[src/rtl/pc_vectored_if.sv]
// Bundle of the PC block's pipeline-facing signals.
// Ports (from the pc_vectored side, modport slave):
//   in : stall, Exception, irq[NIRQ], eret, ie_wr, ie_din, pcin[WIDTH]
//   out: ia[WIDTH], epc[WIDTH], cause[$clog2(NIRQ+1)], in_handler, ie, dfault
// The master modport is the mirror image, used by the pipeline or a bench.
interface pc_vectored_if #(
  parameter int WIDTH = 32,
  parameter int NIRQ  = 4
);
  localparam int CW = $clog2(NIRQ + 1);

  logic             stall;
  logic             Exception;
  logic [NIRQ-1:0]  irq;
  logic             eret;
  logic             ie_wr;
  logic             ie_din;
  logic [WIDTH-1:0] pcin;
  logic [WIDTH-1:0] ia;
  logic [WIDTH-1:0] epc;
  logic [CW-1:0]    cause;
  logic             in_handler;
  logic             ie;
  logic             dfault;

  modport master (
    output stall, Exception, irq, eret, ie_wr, ie_din, pcin,
    input  ia, epc, cause, in_handler, ie, dfault
  );

  modport slave (
    input  stall, Exception, irq, eret, ie_wr, ie_din, pcin,
    output ia, epc, cause, in_handler, ie, dfault
  );
endinterface

[src/rtl/pc_vectored.sv]
// Program-counter register with vectored traps.
// Sits between the next-PC mux (bus.pcin) and instruction memory (bus.ia).
// Handles a synchronous exception, NIRQ prioritised level-sensitive IRQs
// (lowest index wins, each with its own vector), EPC/cause capture, a
// HANDLER state left through eret, pipeline stall and a global IRQ enable.
// Ports:
//   clk    in  clock, all state updates on posedge
//   reset  in  synchronous active-high reset, wins over stall
//   bus    pc_vectored_if.slave (see interface header for signal list)
//
// state   | meaning
// RUN     | normal execution, IRQs may be taken when ie=1
// HANDLER | inside a trap handler, IRQs stay pending, eret returns to epc
module pc_vectored #(
  parameter int               WIDTH      = 32,
  parameter int               NIRQ       = 4,
  parameter logic [WIDTH-1:0] RESET_VEC  = 32'h8000_0000,
  parameter logic [WIDTH-1:0] EXC_VEC    = 32'h8000_0004,
  parameter logic [WIDTH-1:0] IRQ_BASE   = 32'h8000_0008,
  parameter logic [WIDTH-1:0] IRQ_STRIDE = 4
) (
  input logic         clk,
  input logic         reset,
  pc_vectored_if.slave bus
);
  localparam int CW = $clog2(NIRQ + 1);

  typedef enum logic {RUN, HANDLER} state_t;

  state_t           state_q, state_d;
  logic [WIDTH-1:0] ia_q, ia_d;
  logic [WIDTH-1:0] epc_q, epc_d;
  logic [CW-1:0]    cause_q, cause_d;
  logic             ie_q, ie_d;
  logic             dfault_q, dfault_d;

  logic [CW-1:0]    irq_idx;
  logic [WIDTH-1:0] irq_vec;
  logic             irq_take;

  // Priority encoder: scanning downwards leaves the lowest set index.
  always_comb begin
    irq_idx = '0;
    for (int i = NIRQ - 1; i >= 0; i--) begin
      if (bus.irq[i]) irq_idx = CW'(i);
    end
  end

  // Vector arithmetic wraps naturally at WIDTH bits.
  assign irq_vec  = IRQ_BASE + WIDTH'(irq_idx) * IRQ_STRIDE;
  assign irq_take = ie_q && (state_q == RUN) && (|bus.irq) && !bus.Exception;

  always_ff @(posedge clk) begin
    if (reset) begin
      state_q  <= RUN;
      ia_q     <= RESET_VEC;
      epc_q    <= '0;
      cause_q  <= '0;
      ie_q     <= 1'b0;
      dfault_q <= 1'b0;
    end else begin
      state_q  <= state_d;
      ia_q     <= ia_d;
      epc_q    <= epc_d;
      cause_q  <= cause_d;
      ie_q     <= ie_d;
      dfault_q <= dfault_d;
    end
  end

  always_comb begin
    state_d  = state_q;
    ia_d     = ia_q;
    epc_d    = epc_q;
    cause_d  = cause_q;
    ie_d     = ie_q;
    dfault_d = dfault_q;
    if (!bus.stall) begin
      ia_d = bus.pcin;
      if (bus.Exception) begin
        ia_d = EXC_VEC;
        if (state_q == RUN) begin
          epc_d   = ia_q;
          cause_d = '0;
          ie_d    = 1'b0;
          state_d = HANDLER;
        end else begin
          // Nested fault: keep the original return info, flag it sticky.
          dfault_d = 1'b1;
        end
      end else if (irq_take) begin
        ia_d    = irq_vec;
        epc_d   = bus.pcin;
        cause_d = irq_idx + CW'(1);
        ie_d    = 1'b0;
        state_d = HANDLER;
      end else if (bus.eret) begin
        // eret in RUN only falls through to pcin; either way ie_wr is ignored.
        if (state_q == HANDLER) begin
          ia_d    = epc_q;
          ie_d    = 1'b1;
          state_d = RUN;
        end
      end else if (bus.ie_wr) begin
        ie_d = bus.ie_din;
      end
    end
  end

  assign bus.ia         = ia_q;
  assign bus.epc        = epc_q;
  assign bus.cause      = cause_q;
  assign bus.in_handler = (state_q == HANDLER);
  assign bus.ie         = ie_q;
  assign bus.dfault     = dfault_q;
endmodule

[src/flat_wrapper.sv]
// flat-port wrapper written by rule: the top's interface ports become plain ports
module pc_vectored_flat 
#(
  parameter int               WIDTH      = 32,
  parameter int               NIRQ       = 4,
  parameter logic [WIDTH-1:0] RESET_VEC  = 32'h8000_0000,
  parameter logic [WIDTH-1:0] EXC_VEC    = 32'h8000_0004,
  parameter logic [WIDTH-1:0] IRQ_BASE   = 32'h8000_0008,
  parameter logic [WIDTH-1:0] IRQ_STRIDE = 4
)
  (clk, reset, bus_stall, bus_Exception, bus_irq, bus_eret, bus_ie_wr, bus_ie_din, bus_pcin, bus_ia, bus_epc, bus_cause, bus_in_handler, bus_ie, bus_dfault);
  pc_vectored_if #(.WIDTH(WIDTH), .NIRQ(NIRQ)) bus_i ();
  input logic clk;
  input logic reset;
  input wire logic [$bits(bus_i.stall)-1:0] bus_stall;
  input wire logic [$bits(bus_i.Exception)-1:0] bus_Exception;
  input wire logic [$bits(bus_i.irq)-1:0] bus_irq;
  input wire logic [$bits(bus_i.eret)-1:0] bus_eret;
  input wire logic [$bits(bus_i.ie_wr)-1:0] bus_ie_wr;
  input wire logic [$bits(bus_i.ie_din)-1:0] bus_ie_din;
  input wire logic [$bits(bus_i.pcin)-1:0] bus_pcin;
  output wire logic [$bits(bus_i.ia)-1:0] bus_ia;
  output wire logic [$bits(bus_i.epc)-1:0] bus_epc;
  output wire logic [$bits(bus_i.cause)-1:0] bus_cause;
  output wire logic [$bits(bus_i.in_handler)-1:0] bus_in_handler;
  output wire logic [$bits(bus_i.ie)-1:0] bus_ie;
  output wire logic [$bits(bus_i.dfault)-1:0] bus_dfault;
  assign bus_i.stall = bus_stall;
  assign bus_i.Exception = bus_Exception;
  assign bus_i.irq = bus_irq;
  assign bus_i.eret = bus_eret;
  assign bus_i.ie_wr = bus_ie_wr;
  assign bus_i.ie_din = bus_ie_din;
  assign bus_i.pcin = bus_pcin;
  assign bus_ia = bus_i.ia;
  assign bus_epc = bus_i.epc;
  assign bus_cause = bus_i.cause;
  assign bus_in_handler = bus_i.in_handler;
  assign bus_ie = bus_i.ie;
  assign bus_dfault = bus_i.dfault;
  pc_vectored #(.WIDTH(WIDTH), .NIRQ(NIRQ), .RESET_VEC(RESET_VEC), .EXC_VEC(EXC_VEC), .IRQ_BASE(IRQ_BASE), .IRQ_STRIDE(IRQ_STRIDE)) u_core (.clk(clk), .reset(reset), .bus(bus_i));
endmodule
[config.mk]
export PLATFORM = sky130hd
export DESIGN_NAME = pc_vectored_flat
export DESIGN_NICKNAME = d
export VERILOG_FILES = /design/src/rtl/pc_vectored_if.sv /design/src/rtl/pc_vectored.sv /design/src/flat_wrapper.sv
export SDC_FILE = /design/constraint.sdc
export NUM_CORES = 1
export LEC_CHECK = 0
export BUFFER_PORTS_ARGS = -buffer_cell sky130_fd_sc_hd__buf_2
export CAP_MARGIN = 20
export CORE_MARGIN = 1
export CORE_UTILIZATION = 50
export DETAILED_ROUTE_END_ITERATION = 7
export PLACE_DENSITY = 0.86
export REMOVE_ABC_BUFFERS = 1
export SLEW_MARGIN = 15
export SYNTH_ARGS = -nofsm -noshare
export SYNTH_HDL_FRONTEND = slang
export SYNTH_SLANG_ARGS = --single-unit
[constraint.sdc]
create_clock -name clk -period 2.05 [get_ports clk]
set_clock_uncertainty 0.1 [all_clocks]
set_input_delay 0.41 -clock clk [delete_from_list [all_inputs] [get_ports clk]]
set_output_delay 0.41 -clock clk [all_outputs]
set_load 0.01 [all_outputs]
==> run_results.csv <==
group,metric,value,unit
power_and_ir_drop,pwr_density_cell,789,mW/mm^2
global_route,grt_pass1_vias,2864,
clocking,clkTransAtPathRegs,0.08,ns
sta,tightest_slew,0.533,ns
yosys,ys_seq_elements,70,
final_layout,drive_gt1_frac,0.313,
critical_path,reg2regPathDepth,5,
placement,place_inst,541,
route,drtPass1Iterations,4,
global_route,grt_usage,0.245,
yosys,avgSynthCellArea,9.00,um^2
critical_path,crit_start,"u_core.bus.ie",
route,final_antenna_net_count,0,
sta,finalWorstSetupSlack,0.378,ns
run_status,status,"finished clean",
sta,setup_viol,0,
final_layout,syn_to_final_growth,27.1,%
critical_path,worst-path-buf-inv,1,
yosys,netlist_instances,364,
sta,hold_viol,0,
die,initial_core_util,0.516,
sta,rsz0062_at_grt,"no",
power_and_ir_drop,p_total,3.28,mW
sta,max-slew-margin-rel,0.642,
route,num_vias,3061,
flow_run,maxCapViolCount,0,
die,die_w,83.0,um
critical_path,startpoint_type,"register",
sta,fin_tns_setup,0,ns
clocking,clock_latency,0.34,ns
sta,drv_slew,0,
clocking,postCtsHoldBufs,0,
critical_path,path_delay_family,"compound AO/OA/AOI/OAI gates",
placement,portBuffers,112,
placement,pre_cts_ws,0.0703,ns
critical_path,crit_chain,"o41ai_4 -> a211oi_4 -> buf_4 -> nor2_1 -> a211oi_1",
placement,hpwl,5890,um
critical_path,cpPeakStageDelay,0.43,ns
critical_path,rrSetupSlack,0.38,ns
final_layout,stdcell_count,557,
critical_path,worstReg2RegStart,"u_core.bus.ie",
die,die_h,83.0,um
critical_path,path_depth,5,
worst_hold_path,hp-class,"primary input to register",
sta,period_share,0.816,
yosys,yosysWarnings,0,
sta,max_freq,598,MHz
critical_path,worstSetupPathType,"register to register",
die,dieArea,0.00688,mm^2
clocking,ctsHtreeMaxLevel,3,
clocking,root_buffer,"clkbuf_8",
die,rows,29,
clocking,clock_path_buffers,2,
yosys,synth_area,0.00328,mm^2
critical_path,cp_slowest_cell,"dfxtp_1",
route,detail_route.drc_violations,0,
global_route,grt_pass1_wl,13500,um
critical_path,crit_fanout,20,
route,routedWlPerCell,14.9,um
global_route,grt_overflow,0,
route,via_per_inst,5.50,
global_route,antenna_found_initial,0,
route,drtIter0Drc,137,
die,ios,113,
clocking,post_cts_buffers,0,
clocking,clock_sink_count,70,
yosys,synth_cell_type_count,35,
power_and_ir_drop,p_leak,1.93,nW
route,wirelength,8290,um
final_layout,diodes,0,
clocking,cts_inserted_buffers,9,
critical_path,required,2.20,ns
critical_path,worstSetupEndpointType,"register",
die,core,0.00635,mm^2
yosys,ys_seq_area_frac,0.428,
placement,gp_congestion,0.740,
sta,fin_crit,1.67,ns
critical_path,reg2reg_to,"u_core.bus.epc[4]",
final_layout,final_nets,519,
clocking,ctsResizeCount,0,
clocking,cts_tree,"done",
critical_path,crit_end,"u_core.bus.epc[4]",
critical_path,worstPathArrival,1.82,ns
global_route,grt_max_degree,45,
power_and_ir_drop,ir_drop,0.499,mV
[synth_stat cells (all sizes together)]
library cell | n | share of area
a311oi | 1 | 0.0046
and4 | 1 | 0.0027
mux2i | 35 | 0.11
nor3 | 3 | 0.0046
o21ai | 4 | 0.0061
ha | 1 | 0.0038
and2 | 1 | 0.0027
o22ai | 2 | 0.0038
a211oi | 33 | 0.079
and3 | 1 | 0.0019
nand2b | 2 | 0.0038
or4 | 1 | 0.0023
or3 | 1 | 0.0019
o41ai | 1 | 0.0084
clkbuf | 12 | 0.014
inv | 3 | 0.0034
a211o | 2 | 0.0053
nand2 | 60 | 0.069
nor2b | 3 | 0.0057
a221oi | 1 | 0.0027
dfxtp | 70 | 0.43
nor4 | 1 | 0.0019
nor2 | 41 | 0.047
o21a | 1 | 0.0023
o21bai | 2 | 0.0046
mux2 | 30 | 0.10
a22oi | 3 | 0.0069
a21oi | 30 | 0.046
a31oi | 1 | 0.0019
buf | 17 | 0.025
[stage by stage]
stage	utilization	instance area (um^2)	hold WS (ns)
floorplan	-	3150	0.378
finish	0.656	4160	0.314
CTS	0.656	4160	0.302
detailed placement	0.622	3950	0.371
global route	0.656	4160	0.313
global placement	0.622	3950	0.352
[report_power, final]
group	total [mW]	switching [mW]	internal [mW]
Clock	1.20	0.520	0.683
Combinational	0.569	0.315	0.255
Sequential	1.51	0.0647	1.45
[worst min-delay path, delay by kind of cell]
kind                   cells  cell delay, ns
AOI/OAI and AO/OA          1            0.08
buffers and inverters      1            0.10
muxes                      1            0.12
[per-layer routing]
metal / track usage / wire length [um] / vias up / part of all wire
met2: 0.428 / 4190 / 94 / 0.51
met5: 0 / 0 / - / 0
met4: 0.0956 / 130 / 0 / 0.016
met3: 0.0507 / 421 / 14 / 0.051
met1: 0.293 / 3550 / 1450 / 0.43
li1: - / - / 1503 / -
[cell usage in the layout (no fill, tap or decap), drive strengths merged, types with 2 or more instances in the layout]
cell type,count
clkinv,3
a211oi,33
nand2b,2
a21oi,30
bufinv,2
mux2i,35
o21ai,4
o22ai,2
buf,129
clkbuf,10
nor2b,3
mux2,30
nor3,3
nand2,60
inv,3
o21bai,2
nor2,41
a211o,2
dfxtp,70
a22oi,3
[final cells by class]
type	instances	area [um^2]
clock buffer	10	128
timing repair buffer	129	701
sequential	70	1400
multi-input combinational	262	1740
fill	542	2190
clock inverter	6	86.3
tap	77	96.3
inverter	3	11.3
[registers in the layout, summed over array words and instances (netlist names)]
| register | cells |
|---|---|
| u_core.bus.in_handler | 1 |
| u_core.bus.epc | 32 |
| u_core.bus.cause | 3 |
| u_core.bus.ia | 32 |
| u_core.bus.dfault | 1 |
| u_core.bus.ie | 1 |
[how the worst min path moves through the flow]
stage | slack [ns] | end | cells past startpoint | startpoint
final | 0.31 | u_core.bus.epc[30] | 3 | bus_pcin[30]
after global routing | 0.31 | u_core.bus.epc[28] | 3 | bus_pcin[28]
after CTS | 0.30 | u_core.bus.epc[30] | 3 | bus_pcin[30]
after detailed placement | 0.37 | u_core.bus.ia[17] | 2 | u_core.bus.ia[17]
after global placement | 0.35 | u_core.bus.ia[20] | 2 | u_core.bus.ia[20]
after floorplan | 0.38 | u_core.bus.ia[2] | 1 | reset
[cells by family (layout without fill, tap and decap cells)]
group,Yosys count,in the layout,synth area share
muxes,65,65,0.211
and+or+nand+nor,115,115,0.143
adders and majority gates,1,1,0.00382
DFF,70,70,0.428
AOI/OAI and AO/OA,81,81,0.172
buffers and inverters,32,148,0.0424
Power figures use the tool's default switching activity.
